<file path="src/rtl/lgdst_txts_gen.sv">
// lgdst_txts_gen: SPI-slave byte sink feeding a FIFO that is replayed as serial TS packets.
module lgdst_txts_gen #(
    parameter int         CLK_DIV   = 4,
    parameter int         FIFO_AW   = 9,
    parameter int         PKT_LEN   = 188,
    parameter logic [7:0] SYNC_BYTE = 8'h47,
    parameter int         GAP_BITS  = 16
) (
    input  logic clk,
    input  logic resync_n,
    input  logic spi_spck,
    input  logic spi_npcs,
    input  logic spi_mosi,
    output logic spi_miso,
    input  logic clr_err,
    output logic ts_clk,
    output logic ts_d0,
    output logic ts_valid,
    output logic ts_sync,
    output logic fifo_full,
    output logic ovf_err,
    output logic sync_err
);
    localparam int NBITS = PKT_LEN * 8;
    localparam int BW    = $clog2(NBITS);
    localparam int GW    = $clog2(GAP_BITS + 1);
    localparam int DW    = $clog2(CLK_DIV);
    localparam logic [FIFO_AW:0] DEPTH = (FIFO_AW + 1)'(2 ** FIFO_AW);
    localparam logic [FIFO_AW:0] PKT_L = (FIFO_AW + 1)'(PKT_LEN);
    localparam logic [BW-1:0]    LAST  = BW'(NBITS - 1);
    localparam logic [GW-1:0]    GAP_L = GW'(GAP_BITS);
    localparam logic [DW-1:0]    DIV_L = DW'(CLK_DIV - 1);

    typedef enum logic [1:0] {IDLE, SEND, GAP} state_t;

    logic [2:0]         spck_s;
    logic [1:0]         npcs_s, mosi_s;
    logic [2:0]         spi_cnt;
    logic [6:0]         spi_sr;
    logic [7:0]         miso_sr;
    logic [7:0]         mem [2**FIFO_AW];
    logic [FIFO_AW-1:0] wptr, rptr;
    logic [FIFO_AW:0]   level;
    logic [DW-1:0]      div;
    state_t             state, nstate;
    logic [BW-1:0]      bcnt;
    logic [7:0]         tx_sr, head;
    logic [GW-1:0]      gap;
    logic               npcs, spck_rise, spck_fall, byte_done, push, pop, drop, fe;

    assign npcs      = npcs_s[1];
    assign spck_rise = spck_s[1] & ~spck_s[2];
    assign spck_fall = ~spck_s[1] & spck_s[2];
    assign byte_done = spck_rise & ~npcs & (&spi_cnt);
    assign push      = byte_done & ~fifo_full;
    assign fifo_full = level == DEPTH;
    assign head      = mem[rptr];
    assign spi_miso  = miso_sr[7];
    assign fe        = (div == DIV_L) & ts_clk;
    assign ts_valid  = state == SEND;
    assign ts_sync   = ts_valid & (bcnt[BW-1:3] == '0);
    assign ts_d0     = ts_valid & tx_sr[7];

    always_ff @(posedge clk or negedge resync_n) begin
        if (!resync_n) begin
            spck_s  <= '0;
            npcs_s  <= '1;
            mosi_s  <= '0;
            spi_cnt <= '0;
            spi_sr  <= '0;
            miso_sr <= '0;
        end else begin
            spck_s <= {spck_s[1:0], spi_spck};
            npcs_s <= {npcs_s[0], spi_npcs};
            mosi_s <= {mosi_s[0], spi_mosi};
            if (npcs) begin
                spi_cnt <= '0;
                miso_sr <= {fifo_full, level == '0, ovf_err, sync_err, level[FIFO_AW-1:FIFO_AW-4]};
            end else begin
                if (spck_rise) begin
                    spi_cnt <= spi_cnt + 1'b1;
                    spi_sr  <= {spi_sr[5:0], mosi_s[1]};
                end
                if (spck_fall) miso_sr <= {miso_sr[6:0], 1'b0};
            end
        end
    end

    always_ff @(posedge clk) begin
        if (push) mem[wptr] <= {spi_sr, mosi_s[1]};
    end

    always_ff @(posedge clk or negedge resync_n) begin
        if (!resync_n) begin
            wptr     <= '0;
            rptr     <= '0;
            level    <= '0;
            ovf_err  <= 1'b0;
            sync_err <= 1'b0;
        end else begin
            if (push) wptr <= wptr + 1'b1;
            if (pop) rptr <= rptr + 1'b1;
            level    <= level + (FIFO_AW + 1)'(push) - (FIFO_AW + 1)'(pop);
            ovf_err  <= (byte_done & fifo_full) | (ovf_err & ~clr_err);
            sync_err <= drop | (sync_err & ~clr_err);
        end
    end

    always_ff @(posedge clk or negedge resync_n) begin
        if (!resync_n) begin
            div    <= '0;
            ts_clk <= 1'b0;
        end else begin
            div <= (div == DIV_L) ? '0 : div + 1'b1;
            if (div == DIV_L) ts_clk <= ~ts_clk;
        end
    end

    always_ff @(posedge clk or negedge resync_n) begin
        if (!resync_n) state <= IDLE;
        else state <= nstate;
    end

    // The head byte is consumed on the same ts_clk fall that starts its first bit.
    always_comb begin
        nstate = state;
        pop    = 1'b0;
        drop   = 1'b0;
        if (fe) begin
            case (state)
                IDLE: if (level >= PKT_L && gap == GAP_L) begin
                    pop    = 1'b1;
                    drop   = head != SYNC_BYTE;
                    nstate = drop ? IDLE : SEND;
                end
                SEND: begin
                    pop    = (&bcnt[2:0]) && bcnt != LAST;
                    nstate = (bcnt == LAST) ? GAP : SEND;
                end
                GAP:     nstate = (gap == GAP_L - 1'b1) ? IDLE : GAP;
                default: nstate = IDLE;
            endcase
        end
    end

    always_ff @(posedge clk or negedge resync_n) begin
        if (!resync_n) begin
            bcnt  <= '0;
            tx_sr <= '0;
            gap   <= '0;
        end else if (fe) begin
            bcnt  <= (state == SEND) ? bcnt + 1'b1 : '0;
            tx_sr <= pop ? head : {tx_sr[6:0], 1'b0};
            gap   <= (state == SEND && nstate == GAP) ? '0 :
                     (state != SEND && gap != GAP_L) ? gap + 1'b1 : gap;
        end
    end
endmodule

</file>
<file path="config.mk">
export PLATFORM = sky130hd
export DESIGN_NAME = lgdst_txts_gen
export DESIGN_NICKNAME = d
export VERILOG_FILES = /design/src/rtl/lgdst_txts_gen.sv
export SDC_FILE = /design/constraint.sdc
export NUM_CORES = 2
export LEC_CHECK = 0
export CAP_MARGIN = 0
export CELL_PAD_IN_SITES_DETAIL_PLACEMENT = 1
export CELL_PAD_IN_SITES_GLOBAL_PLACEMENT = 2
export CORE_UTILIZATION = 35
export CTS_CLUSTER_SIZE = 30
export DETAILED_ROUTE_END_ITERATION = 7
export DONT_BUFFER_PORTS = 1
export HOLD_SLACK_MARGIN = 0.08
export PLACE_DENSITY_LB_ADDON = 0.1
export SLEW_MARGIN = 20
export SYNTH_ARGS = -nofsm -noshare
export SYNTH_HDL_FRONTEND = slang
export SYNTH_SLANG_ARGS = --single-unit
</file>
<file path="constraint.sdc">
create_clock -name clk -period 6.85 [get_ports clk]
set_input_delay 1.0275 -clock clk [delete_from_list [all_inputs] [get_ports clk]]
set_output_delay 1.0275 -clock clk [all_outputs]
set_load 0.05 [all_outputs]
</file>
# Word level (Yosys, flattened, before mapping)

Memory sizes are Yosys's and may differ from the RTL's.
Index checks and enable logic that the tools add are counted.

Add/subtract/negate cells: 8
Magnitude comparators: 1
Eq/ne operators: 12
Mux-type cells: 23
Bitwise logic cells: 19
Reductions and logical operators: 14

Operator list:

| operator                | number |
|---|---|
| $mux W8                 | 3 |
| $add A9 B1 Y9 const B   | 2 |
| $add A11 B1 Y11 const B | 1 |
| $and A1 B1 Y1           | 11 |
| $eq A11 B11 Y1 const B  | 1 |
| $mux W11                | 1 |
| $ne A11 B11 Y1 const B  | 1 |
| $add A10 B1 Y10         | 1 |
| $eq A10 B10 Y1 const B  | 1 |
| $ge A10 B8 Y1 const B   | 1 |
| $logic_not A10 Y1       | 1 |
| $mux W2                 | 5 |
| $mux W5                 | 2 |
| $sub A10 B1 Y10         | 1 |
| $logic_not A8 Y1        | 1 |
| $mux W1                 | 8 |
| $ne A8 B7 Y1 const B    | 1 |
| $eq A2 B2 Y1 const B    | 3 |
| $mux W3                 | 2 |
| $not A1 Y1              | 6 |
| $pmux W2 S3             | 1 |
| $reduce_and A3 Y1       | 2 |
| $reduce_bool A2 Y1      | 3 |
| $add A5 B1 Y5 const B   | 1 |
| 12 further kinds        | 17 |

Register bits after elaboration: 84
Memory bits (writable): 4,096
Input bits: 6
Output and inout bits: 8
Word-level logic and storage cells: 95
Memories: 1

Memories:

| name | words | width | read ports | clocked after Yosys merged registers in | wr ports | RTL line | source |
|---|---|---|---|---|---|---|---|
| mem  | 512   | 8     | 1          | 0                                       | 1        | 41       | `logic [7:0] mem [2**FIFO_AW];` |

# Logic depth before layout (Yosys ltp)

An unclocked memory read counts as a cell.

Word-level depth: 10
Depth in mapped cells: 22
Mapped depth without buffers: 21

# Least setup slack after synthesis

OpenSTA, ideal clock, no wires.

Path type: reg2reg
Start: register spi_sr[0]
End: memory mem[0][1] (data pin)
Setup time: 1.406 ns
Arrival time: 6.072 ns
Data required time: 5.444 ns
Setup slack: -0.628 ns
Stages on the path, launching flop included: 1
Buffers on the path: 0
Period minus slack after synthesis: 7.478 ns
Cells stage by stage: dfrtp_1

RTL lines:

| element                | RTL line | source |
|---|---|---|
| from (decl)            | 39       | `logic [6:0] spi_sr;` |
| from (signal assigned) | 82       | `spi_sr <= {spi_sr[5:0], mosi_s[1]};` |
| to (decl)              | 41       |  |

Straight into the memory's write port.

# Worst setup path after layout

Start: register rptr[0]
End: register sync_err

Cells in the longest elaborated chain, start to end: 6

Ends and longest elaborated chain:

| element                | RTL line | source |
|---|---|---|
| from (decl)            | 42       | `logic [FIFO_AW-1:0] wptr, rptr;` |
| from (signal assigned) | 102      | `if (pop) rptr <= rptr + 1'b1;` |
| $mem_v2 Z512 W8        | -        |  |
| $ne A8 B7 Y1           | 133      | `drop = head != SYNC_BYTE;` |
| $mux W1                | 131      | `IDLE: if (level >= PKT_L && gap == GAP_L) begin` |
| $mux W1                | 130      | `case (state)` |
| $mux W1                | 129      | `if (fe) begin` |
| $or A1 B1 Y1           | 105      | `sync_err <= drop \| (sync_err & ~clr_err);` |
| to (signal assigned)   | 105      |  |
| to (decl)              | 22       | `output logic sync_err` |

Every way passes these cells.
A chain may end at the register's enable or synchronous reset.

==> results.md <==
- Share of flip-flops with an asynchronous set or reset: 2.01%
- Total Routed Length: 556 mm
- Number of antenna violations at the first check in global routing: 44
- HPWL after detailed placement: 341 mm
- Number of nets in the final layout: 8195
- Worst-case register-to-register setup slack: 0.35 ns
- Yosys Warn Count: 0
- Final non-filler cell area: 186000 sq um
- Die H: 684 microns
- Largest stage delay, worst path: between 1 and 1.5 ns
- WL/cell: 37.7 microns
- Worst setup slack before clock tree synthesis: ~0.18 ns
- Number of synthesized flops with an enable pin: 4096
- CP Max Fanout: 31
- Cell types occupying the most area after synthesis: edfxtp_1 76%, mux4_2 12%, mux2i_1 2.7%, nor2_1 1.4%, dfrtp_1 1.3%
- Fraction of the mapped netlist area in adder cells: 0.266%
- Mean Syn Cell Area: 20.7 sq um
- Arr. time, crit path: roughly 7.4 ns
- Portion of synthesized cell area occupied by the leading cell type: 75.5%
- Area of the die: 468000 sq um
- Iteration count of the initial detailed-routing pass: 5
- Count of port buffers added during placement: 0
- Fraction of final layout cells with drive strength greater than 1: 22.7%
- Maximum clock frequency: 154 MHz
- Power density of the placed cells: 315 nW/um^2
- Mux cell area share after synthesis: 15.4%
- Final setup violating endpoints: 0
- Number of buffers created by CTS: 463
- I/O pin cnt: 14
- Core Box Area: roughly 460000 sq um
- Via count of the first global-routing pass: 86100
- Clock latency on the worst-skew pair: 1.05 ns
- Layout-stage area growth over the synthesis result: 14.2%
- Count of hold-fix buffers inserted at cts: 5
- Hold Path Class: in2reg
- Overall die width: 684 microns
- Max-slew violations: 0
- Cell Count Post-Placement: 13900
- Setup repair after global routing missed its margin: no
- Summed instance area of the synthesized netlist: 163000 sq um
- Pin count of the biggest net entering global routing: ~200
- Number of maximum-capacitance constraint violations: 0
- Type of origin of the critical path: flip-flop
- Count of nets left with antenna violations after detail routing: 0
- Most common cell after layout, fill and taps aside: edfxtp_1
- Number of remaining DRC errors: 0
- Total area of multi-input combinational cells: 35300 sq um
- Clock Tree Buf Depth: 4
- Area fraction in compound gates after synthesis: 3.07%
- Count of standard-cell rows: 250
- Clock H-tree levels: 5
- Post-CTS Setup Bufs: 0
- Final weighted congestion in routability-driven placement: 0.790
- Run status: completed
- Total number of vias: 83200
- Worst IR drop on VDD: 339 uV
- Synth Area in XOR/XNOR: 0.194%
- Synth area leader: edfxtp_1
- Critical path endpoint category: flip-flop
- Post-Layout Cell Count: 14700
- CTS root buffer: clkbuf_16
- CTS sink count: 4180
- Static leakage power: 0.0563 uW
- Final worst slack: 0.348 ns
- Via density per instance: 5.65
- Cell at the slowest stage of the critical path: dfrtp_4
- Syn nets: 7895
- Gate Count Post-Synth: approximately 7900
- Simple-gate share of the synthesized area: 2.55%
- Critical setup path kind: reg2reg
- FF/Latch Area: 125000 sq um
- Dominant combinational cell family by area after synthesis: multiplexers
- Worst relative slew slack: 13.2%
- Clock edge transition at the registers on the reported setup and hold paths: 0.06 ns
- Number of DRC markers after the initial detailed-route iteration: 9079
- Most used flip-flop cell after synthesis: edfxtp_1
- Actual slew at the worst max-slew pin: 1.30 ns
- Worst path required time: between 7 and 8 ns
- Area after detailed placement: about 170000 sq um
- Wire length of the first global-routing pass: 759 mm
- Post-CTS resize count: 0
- Sequential fraction of the synthesis area: 76.8%
- CTS tree: done
- Commonest non-fill, non-tap cells in the layout: 4096 x edfxtp_1, 898 x mux4_2, 592 x nor2_1, 466 x clkbuf_16, 433 x mux2i_1
- Number of register bits inferred by synthesis: 4180
- GR Overflow Total: 0
- Clock tree skew after final layout: 0.0884 ns
- Ordered list of cells on the worst path: buf_12, buf_12, mux4_2, mux2_2, a221o_1, a31oi_1, nand4_1, a21oi_1, a21oi_1, nor4_1, nand4b_1, buf_4, a22o_1
- Filler cells: 43700
- Final clock period utilization by the worst path: around 95%
- Number of library cell types mapped by synthesis: 79
- Starting Density: 35.1%
- Total Routing Usage GR: 23.4%
- Number of hold-slack violations in the final timing report: 0
- Final critical delay including setup and external delays: 6.50 ns
final cells by class:
type,count,share of cell area (%)
Timing Repair Buffer,313,1.67
Clock inverter,280,1.30
Clock buffer,583,6.54
Inverter,34,0.0753
Multi-Input combinational cell,3163,19.0
Tap cell,6174,4.15
Sequential cell,4180,67.3
Antenna cell,11,0.0148
worst paths after layout:
check,start,end,cells past startpoint
max in group asynchronous,resync_n,rptr[5]$_DFFE_PN0N_,2
hold reg to reg,spck_s[0]$_DFF_PN0_,spck_s[1]$_DFF_PN0_,0
setup reg to reg,rptr[0]$_DFFE_PN0N_,sync_err$_DFF_PN0_,13
setup / recovery,rptr[0]$_DFFE_PN0N_,sync_err$_DFF_PN0_,13
hold / removal,clr_err,ovf_err$_DFF_PN0_,2
min in group asynchronous,resync_n,level[5]$_DFF_PN0_,2
per-stage QoR:
step           hold slack, ns  power [uW]  setup TNS [ns]  util (%)
2_1_floorplan           0.331       33400         -629.90         -
3_3_place_gp            0.347       34600               0      37.0
3_5_place_dp            0.340       34800               0      37.0
4_1_cts                 0.235       59000               0      40.1
5_1_grt                 0.271       60000               0      40.1
6_report                0.302       58500               0      40.1
metal layers:
metal	vias to the layer above	track usage, %	part of all wire (%)
met3	679	3.16	5.4
li1	33300	-	-
met4	6	5.52	2.4
met2	2592	37.2	47
met5	-	0	0.0083
met1	46700	34.2	45
synthesized netlist by cell type, drive strengths merged, types with 65 or more instances:
| cell type | instances |
|---|---|
| a221oi | 65 |
| mux4 | 906 |
| edfxtp | 4096 |
| a21oi | 136 |
| dfrtp | 82 |
| nand2 | 238 |
| clkbuf | 205 |
| mux2i | 433 |
| o21ai | 95 |
| a22oi | 151 |
| nor2 | 604 |
| buf | 273 |
power breakdown:
group          leakage (uW)  internal [uW]  total (uW)  switching, uW
combinational        0.0111            234        3170           2930
clock               0.00708          13700       24300          10600
sequential           0.0382          30700       31100            325
total                0.0563          44700       58500          13800
critical path: cells and delay by family, from the launching register on:
family / cells / cell delay (ns)
flops: 1 / 1.02
mux: 2 / 0.87
buf+inv: 3 / 0.96
compound gates: 5 / 1.87
simple gates: 3 / 1.47
state kept, by name, summed over array words and instances, names as in the netlist, 2 cells and up:
name / flops
mem: 4096
miso_sr: 8
level: 10
bcnt: 11
gap: 5
div: 2
npcs_s: 2
rptr: 9
wptr: 9
tx_sr: 8
mosi_s: 2
state: 2
spi_sr: 7
spi_cnt: 3
spck_s: 3
kinds of logic after synthesis:
logic type               Yosys count
flip-flops                      4180
multiplexers                    1369
AND/OR/NAND/NOR                 1011
AO/OA/AOI/OAI                    713
buffers and inverters            512
XOR/XNOR                          36
adder cells (fa/ha/maj)           34
Note: power is estimated with default switching activity, not from simulation.
